`config.mk`:
```
export PLATFORM = sky130hd
export DESIGN_NAME = fpu8_exception_responder
export DESIGN_NICKNAME = d
export VERILOG_FILES = /design/src/rtl/fpu8_exception_responder.sv
export SDC_FILE = /design/constraint.sdc
export NUM_CORES = 1
export LEC_CHECK = 0
export ABC_AREA = 1
export CORE_AREA = 4 4 68 70
export CTS_CLUSTER_DIAMETER = 120
export DETAILED_ROUTE_END_ITERATION = 12
export DIE_AREA = 0 0 72 74
export PLACE_DENSITY = 0.77
export SETUP_SLACK_MARGIN = 0.3
export SLEW_MARGIN = 20
export SYNTH_ARGS = -nofsm -noshare
export SYNTH_HDL_FRONTEND = slang
export SYNTH_SLANG_ARGS = --single-unit
```
`constraint.sdc`:
```
create_clock -name clk -period 1.15 [get_ports clk]
set_input_delay 0.23 -clock clk [delete_from_list [all_inputs] [get_ports clk]]
set_output_delay 0.23 -clock clk [all_outputs]
set_load 0.01 [all_outputs]
```
`src/rtl/fpu8_exception_responder.sv`:
```
// Exception responder for the 8-bit FPU (1/4/3 format, bias 7).
// Classifies both operands and produces the special result plus sticky flags.
module fpu8_exception_responder #(
  parameter logic [7:0] NAN_CODE = 8'h7C
) (
  input  logic       clk,
  input  logic       rst,
  input  logic       req_valid,
  output logic       req_ready,
  input  logic [1:0] req_op,
  input  logic [7:0] req_a,
  input  logic [7:0] req_b,
  output logic       res_valid,
  input  logic       res_ready,
  output logic       res_special,
  output logic [7:0] res_data,
  output logic       flag_invalid,
  output logic       flag_divzero,
  input  logic       clr_flags
);

  typedef enum logic [1:0] {
    IDLE     = 2'd0,
    CLASSIFY = 2'd1,
    RESOLVE  = 2'd2,
    RESPOND  = 2'd3
  } state_t;

  typedef enum logic [1:0] {
    CLS_ZERO   = 2'd0,
    CLS_FINITE = 2'd1,
    CLS_INF    = 2'd2,
    CLS_NAN    = 2'd3
  } cls_t;

  localparam logic [1:0] OP_ADD = 2'b00;
  localparam logic [1:0] OP_SUB = 2'b01;
  localparam logic [1:0] OP_MUL = 2'b10;
  localparam logic [1:0] OP_DIV = 2'b11;
  localparam logic [6:0] INF_MAG = 7'h78;

  function automatic cls_t classify(input logic [7:0] v);
    cls_t c;
    if (v[6:3] == 4'hF) begin
      c = (v[2:0] == 3'd0) ? CLS_INF : CLS_NAN;
    end else if (v[6:0] == 7'd0) begin
      c = CLS_ZERO;
    end else begin
      c = CLS_FINITE;
    end
    return c;
  endfunction

  state_t     state_r, state_nxt_s;
  logic [1:0] op_r;
  logic [7:0] a_r, b_r;
  cls_t       cls_a_r, cls_b_r;
  logic       req_ready_r, res_valid_r, res_special_r;
  logic [7:0] res_data_r;
  logic       flag_inv_r, flag_dz_r;

  logic       rsv_special_s, rsv_inv_s, rsv_dz_s;
  logic [7:0] rsv_data_s;
  logic       sign_x_s;
  logic       na_s, nb_s, ia_s, ib_s, za_s, zb_s, fa_s;

  assign req_ready    = req_ready_r;
  assign res_valid    = res_valid_r;
  assign res_special  = res_special_r;
  assign res_data     = res_data_r;
  assign flag_invalid = flag_inv_r;
  assign flag_divzero = flag_dz_r;

  assign sign_x_s = a_r[7] ^ b_r[7];
  assign na_s = (cls_a_r == CLS_NAN);
  assign nb_s = (cls_b_r == CLS_NAN);
  assign ia_s = (cls_a_r == CLS_INF);
  assign ib_s = (cls_b_r == CLS_INF);
  assign za_s = (cls_a_r == CLS_ZERO);
  assign zb_s = (cls_b_r == CLS_ZERO);
  assign fa_s = (cls_a_r == CLS_FINITE);

  // Next-state decode of the request/response sequencer.
  always_comb begin
    state_nxt_s = state_r;
    case (state_r)
      IDLE: begin
        if (req_valid && req_ready_r) begin
          state_nxt_s = CLASSIFY;
        end else begin
          state_nxt_s = IDLE;
        end
      end
      CLASSIFY: state_nxt_s = RESOLVE;
      RESOLVE:  state_nxt_s = RESPOND;
      RESPOND: begin
        if (res_ready) begin
          state_nxt_s = IDLE;
        end else begin
          state_nxt_s = RESPOND;
        end
      end
      default: state_nxt_s = IDLE;
    endcase
  end

  // Special-result priority resolution; B's sign is already flipped for sub.
  always_comb begin
    rsv_special_s = 1'b0;
    rsv_data_s    = 8'h00;
    rsv_inv_s     = 1'b0;
    rsv_dz_s      = 1'b0;
    if (na_s || nb_s) begin
      rsv_special_s = 1'b1;
      rsv_data_s    = NAN_CODE;
    end else begin
      case (op_r)
        OP_ADD, OP_SUB: begin
          if (ia_s && ib_s && (a_r[7] != b_r[7])) begin
            rsv_special_s = 1'b1;
            rsv_data_s    = NAN_CODE;
            rsv_inv_s     = 1'b1;
          end else if (ia_s) begin
            rsv_special_s = 1'b1;
            rsv_data_s    = {a_r[7], INF_MAG};
          end else if (ib_s) begin
            rsv_special_s = 1'b1;
            rsv_data_s    = {b_r[7], INF_MAG};
          end else begin
            rsv_special_s = 1'b0;
          end
        end
        OP_MUL: begin
          if ((ia_s && zb_s) || (za_s && ib_s)) begin
            rsv_special_s = 1'b1;
            rsv_data_s    = NAN_CODE;
            rsv_inv_s     = 1'b1;
          end else if (ia_s || ib_s) begin
            rsv_special_s = 1'b1;
            rsv_data_s    = {sign_x_s, INF_MAG};
          end else begin
            rsv_special_s = 1'b0;
          end
        end
        OP_DIV: begin
          if ((za_s && zb_s) || (ia_s && ib_s)) begin
            rsv_special_s = 1'b1;
            rsv_data_s    = NAN_CODE;
            rsv_inv_s     = 1'b1;
          end else if (fa_s && zb_s) begin
            rsv_special_s = 1'b1;
            rsv_data_s    = {sign_x_s, INF_MAG};
            rsv_dz_s      = 1'b1;
          end else if (ia_s) begin
            rsv_special_s = 1'b1;
            rsv_data_s    = {sign_x_s, INF_MAG};
          end else if (ib_s) begin
            rsv_special_s = 1'b1;
            rsv_data_s    = {sign_x_s, 7'h00};
          end else begin
            rsv_special_s = 1'b0;
          end
        end
        default: rsv_special_s = 1'b0;
      endcase
    end
  end

  // State register.
  always_ff @(posedge clk or posedge rst) begin
    if (rst) begin
      state_r <= IDLE;
    end else begin
      state_r <= state_nxt_s;
    end
  end

  // Operand capture, classification and registered handshake/result outputs.
  always_ff @(posedge clk or posedge rst) begin
    if (rst) begin
      op_r          <= 2'b00;
      a_r           <= 8'h00;
      b_r           <= 8'h00;
      cls_a_r       <= CLS_ZERO;
      cls_b_r       <= CLS_ZERO;
      req_ready_r   <= 1'b1;
      res_valid_r   <= 1'b0;
      res_special_r <= 1'b0;
      res_data_r    <= 8'h00;
    end else begin
      case (state_r)
        IDLE: begin
          if (req_valid && req_ready_r) begin
            op_r        <= req_op;
            a_r         <= req_a;
            b_r         <= req_b;
            req_ready_r <= 1'b0;
          end else begin
            req_ready_r <= 1'b1;
          end
        end
        CLASSIFY: begin
          cls_a_r <= classify(a_r);
          cls_b_r <= classify(b_r);
          if (op_r == OP_SUB) begin
            b_r <= b_r ^ 8'h80;
          end
        end
        RESOLVE: begin
          res_special_r <= rsv_special_s;
          res_data_r    <= rsv_data_s;
          res_valid_r   <= 1'b1;
        end
        RESPOND: begin
          if (res_ready) begin
            res_valid_r   <= 1'b0;
            res_special_r <= 1'b0;
            res_data_r    <= 8'h00;
          end
        end
        default: req_ready_r <= 1'b0;
      endcase
    end
  end

  // Sticky flags: a set pulse on the RESOLVE edge beats a coincident clear.
  always_ff @(posedge clk or posedge rst) begin
    if (rst) begin
      flag_inv_r <= 1'b0;
      flag_dz_r  <= 1'b0;
    end else begin
      flag_inv_r <= ((state_r == RESOLVE) && rsv_inv_s) || (flag_inv_r && !clr_flags);
      flag_dz_r  <= ((state_r == RESOLVE) && rsv_dz_s) || (flag_dz_r && !clr_flags);
    end
  end

endmodule

```
==> impl_metrics.ini <==
[floorplanning]
die_area_um2 = 5330
row_count = 23
floorplan_die_width_um = 72
die_height_um = 74
initial_core_util_pct = 39.3
io-pin-count = 36
core_um2 = 3970

[power]
power.density_nw_per_um2 = 2550
cellLeakagePower_nw = 1.23
worst_vdd_drop_v = 0.00127

[critical_path]
arrival_ns = 1.43
worstPathRequired_ns = 1.37
crit_top_cell = sky130_fd_sc_hd__nand2_1
cp.buffers_inverters = 0
crit-reg2reg-launch = cls_b_r[0]
cp_cell_sequence = nor2_4, nand2_2, nor2_4, nor2_1, nor2_1, nand2_1, nand2_1, nand2_1, nand2_1
cp_delay_by_family_top = simple AND/OR/NAND/NOR gates
critPathKind = flip-flop to flip-flop
crit_path_start_kind = flip-flop
cpMaxStageDelayCell = sky130_fd_sc_hd__dfrtp_2
cp-end-kind = flip-flop
crit_path_max_fanout = 4
slowest_delay_ns = 0.46
crit_path_start = cls_b_r[0]

[cells_and_area]
final_core_utilization_pct = 62.5
post-route-cell-area_um2 = 2480
insertedDiodeCount = 0
syn2layout_area_growth_pct = 59.1
final_layout_size_suffix_gt1_share_pct = 45.8
layout.nets = 286

[routing]
drt_pre_antenna_iters = 4
dr.first_iter.drc_count = 52
wirelength_um = 3670
drt_drc_violations_left = 0
routed-via-count = 1439
detail_route.wl_per_cell_um = 11.7
post_drt_via_cell_ratio = 4.58
antenna_left = 0

[synth]
post_synth_instance_area_um2 = 1560
post_synth_inst_count = 198
synth_top_cells_by_area = sky130_fd_sc_hd__dfrtp_1 (50%), sky130_fd_sc_hd__nand2_1 (21%), sky130_fd_sc_hd__inv_1 (3.6%), sky130_fd_sc_hd__buf_4 (2.4%), sky130_fd_sc_hd__nor2_1 (2.2%)
synthesis.yosys.warnings = 0
yosys.area.top_type_share_pct = 49.7
postSynth.asyncResetShare_pct = 100
yosys-top-cells-count = sky130_fd_sc_hd__nand2_1 (86), sky130_fd_sc_hd__dfrtp_1 (31), sky130_fd_sc_hd__inv_1 (15)
number_of_synthesized_flops_with_an_enable_pin = 0
synth_seq_cells = 32
postSynth.topFlopCell = sky130_fd_sc_hd__dfrtp_1
syn_avg_cell_area_um2 = 7.88
synthDominantAreaCellType = sky130_fd_sc_hd__dfrtp_1
synth.yosys.seq_area_share_pct = 51.4
yosys.cell_types.count = 28
synth_most_common_cell = sky130_fd_sc_hd__nand2_1

[cts]
cts_buffer_depth = 2
cts-hold-fix-buffers = 0
clk_root_buffer_cell = sky130_fd_sc_hd__clkbuf_8
cts-buffers-inserted = 5
clk_pin_slew_ns = 0.07
clock_tree.htree_level_count = 2
clkSinkCount = 32
worstSkewPairLatency_ns = 0.28
cts_tree = yes

[placed_design]
dp.final_hpwl_um = 2560
globalplace.congestion = 0.905
placedInstanceArea_um2 = 2080
place.port_buffers = 33

[global_route]
grt_pass1_wl_um = 5980
grt.overflow.total = 0
grt_use_total_pct = 14.7
number_of_antenna_violations_at_the_first_check_in_global_routing = 0
largest_net_degree_at_the_start_of_global_routing = 17
first_global_vias = 1416

[timing]
finalClockSkew_ns = 0.00538
finalHoldWorstSlack_ns = 0.250
max_clock_freq_mhz = 831
report.final.setup_viol = 21
finalWorstPathRequiredPeriod_ns = 1.20
finalWorstSetupSlack_ns = -0.0539
slew_viol_final = 0
timing.final.crit_share_pct = 105
report.final.hold_viol_count = 0
grt_setup_unrepaired = true

[run]
drv_cap = 0

[outcome]
status = finished with violations
violations = setup timing

[worst_hold_path]
holdCritPathClass = primary input to async pin
## placed cells by master, fill, tap and decap left out, types with 2 or more instances in the layout
cell	synthesis	layout
sky130_fd_sc_hd__a21oi_2	0	2
sky130_fd_sc_hd__buf_12	0	3
sky130_fd_sc_hd__buf_2	1	10
sky130_fd_sc_hd__buf_4	5	19
sky130_fd_sc_hd__buf_6	2	10
sky130_fd_sc_hd__clkbuf_1	0	2
sky130_fd_sc_hd__clkbuf_8	0	6
sky130_fd_sc_hd__clkdlybuf4s50_1	0	22
sky130_fd_sc_hd__conb_1	1	2
sky130_fd_sc_hd__dfrtp_1	31	26
sky130_fd_sc_hd__dfrtp_2	0	5
sky130_fd_sc_hd__inv_1	15	11
sky130_fd_sc_hd__inv_2	5	5
sky130_fd_sc_hd__nand2_1	86	45
sky130_fd_sc_hd__nand2_2	0	35
sky130_fd_sc_hd__nand2_4	0	6
sky130_fd_sc_hd__nand3_1	6	5
sky130_fd_sc_hd__nand4_1	3	3
sky130_fd_sc_hd__nor2_1	9	6
sky130_fd_sc_hd__nor2_2	4	2
sky130_fd_sc_hd__nor2_4	2	7
sky130_fd_sc_hd__nor3_1	2	2
sky130_fd_sc_hd__o211ai_1	2	2
sky130_fd_sc_hd__o21ai_1	5	9
sky130_fd_sc_hd__o21ai_2	1	2
## cell families after synthesis
| logic type | synth area share (%) |
|---|---|
| simple gates | 31.1 |
| flops | 51.4 |
| buf+inv | 8.98 |
| compound gates | 8.26 |
| other cells | 0.240 |
## repair_timing
action                     CTS  global route
buffers inserted             6             9
gates resized for setup     80            42
cloned                       1             0
setup endpoints to repair   42            43
pin swaps                   11             8
## where the power goes
part           total (W)  internal (W)  switching [W]
clock           0.000882      0.000488       0.000395
sequential       0.00215       0.00167       0.000480
combinational    0.00329       0.00164        0.00165
total            0.00632       0.00380        0.00253
## worst register-to-register path, cell delays in order, from the launching register on
cell and delay, ns:
sky130_fd_sc_hd__dfrtp_2 0.46, sky130_fd_sc_hd__nor2_4 0.16, sky130_fd_sc_hd__nand2_2 0.08, sky130_fd_sc_hd__nor2_4 0.11, sky130_fd_sc_hd__nor2_1 0.05, sky130_fd_sc_hd__nor2_1 0.08
sky130_fd_sc_hd__nand2_1 0.06, sky130_fd_sc_hd__nand2_1 0.05, sky130_fd_sc_hd__nand2_1 0.05, sky130_fd_sc_hd__nand2_1 0.05
## flip-flops by register name, summed over array words and instances (netlist names)
register / count
a_r: 8
b_r: 8
res_data: 3
cls_a_r: 2
cls_b_r: 2
op_r: 2
state_r: 2
flag_divzero: 1
flag_invalid: 1
req_ready: 1
res_special: 1
res_valid: 1
## stage by stage
stage                     total power (W)  worst slack (ns)  std cells  TNS, ns
final                             0.00632           -0.0539        314   -0.464
after global routing              0.00681            -0.135        314    -1.94
after CTS                         0.00582           -0.0589        305   -0.195
after floorplan                   0.00366            0.0356        199        0
after detailed placement          0.00462            -0.130        290    -2.18
after global placement            0.00452            -0.109        290    -1.89
## path summary, 6_finish.rpt
check,endpoint,cells past startpoint,slack [ns]
max,res_data[7],9,-0.05
min,a_r[3],2,0.25
max reg2reg,res_data[7],9,-0.05
min reg2reg,res_special,2,0.49
max in group asynchronous,cls_a_r[0],3,0.53
min in group clk,res_special,2,0.49
## per-layer routing
layer | up-vias | routed length (um) | share of wire [%] | GRT usage [%]
met2 | 41 | 1930 | 53 | 26.8
met1 | 644 | 1480 | 40 | 16.2
li1 | 748 | - | - | -
met5 | - | 0 | 0 | 0
met3 | 6 | 200 | 5.5 | 4.32
met4 | 0 | 54 | 1.5 | 5.43
## final cells by class
cell class | instances | area [um2]
multi-input combinational | 139 | 817
inverter | 20 | 91.3
fill | 345 | 1490
sequential | 32 | 808
clock buffer | 8 | 90.1
tap | 50 | 62.6
timing repair buffer | 65 | 613
Power figures use the tool's default switching activity.
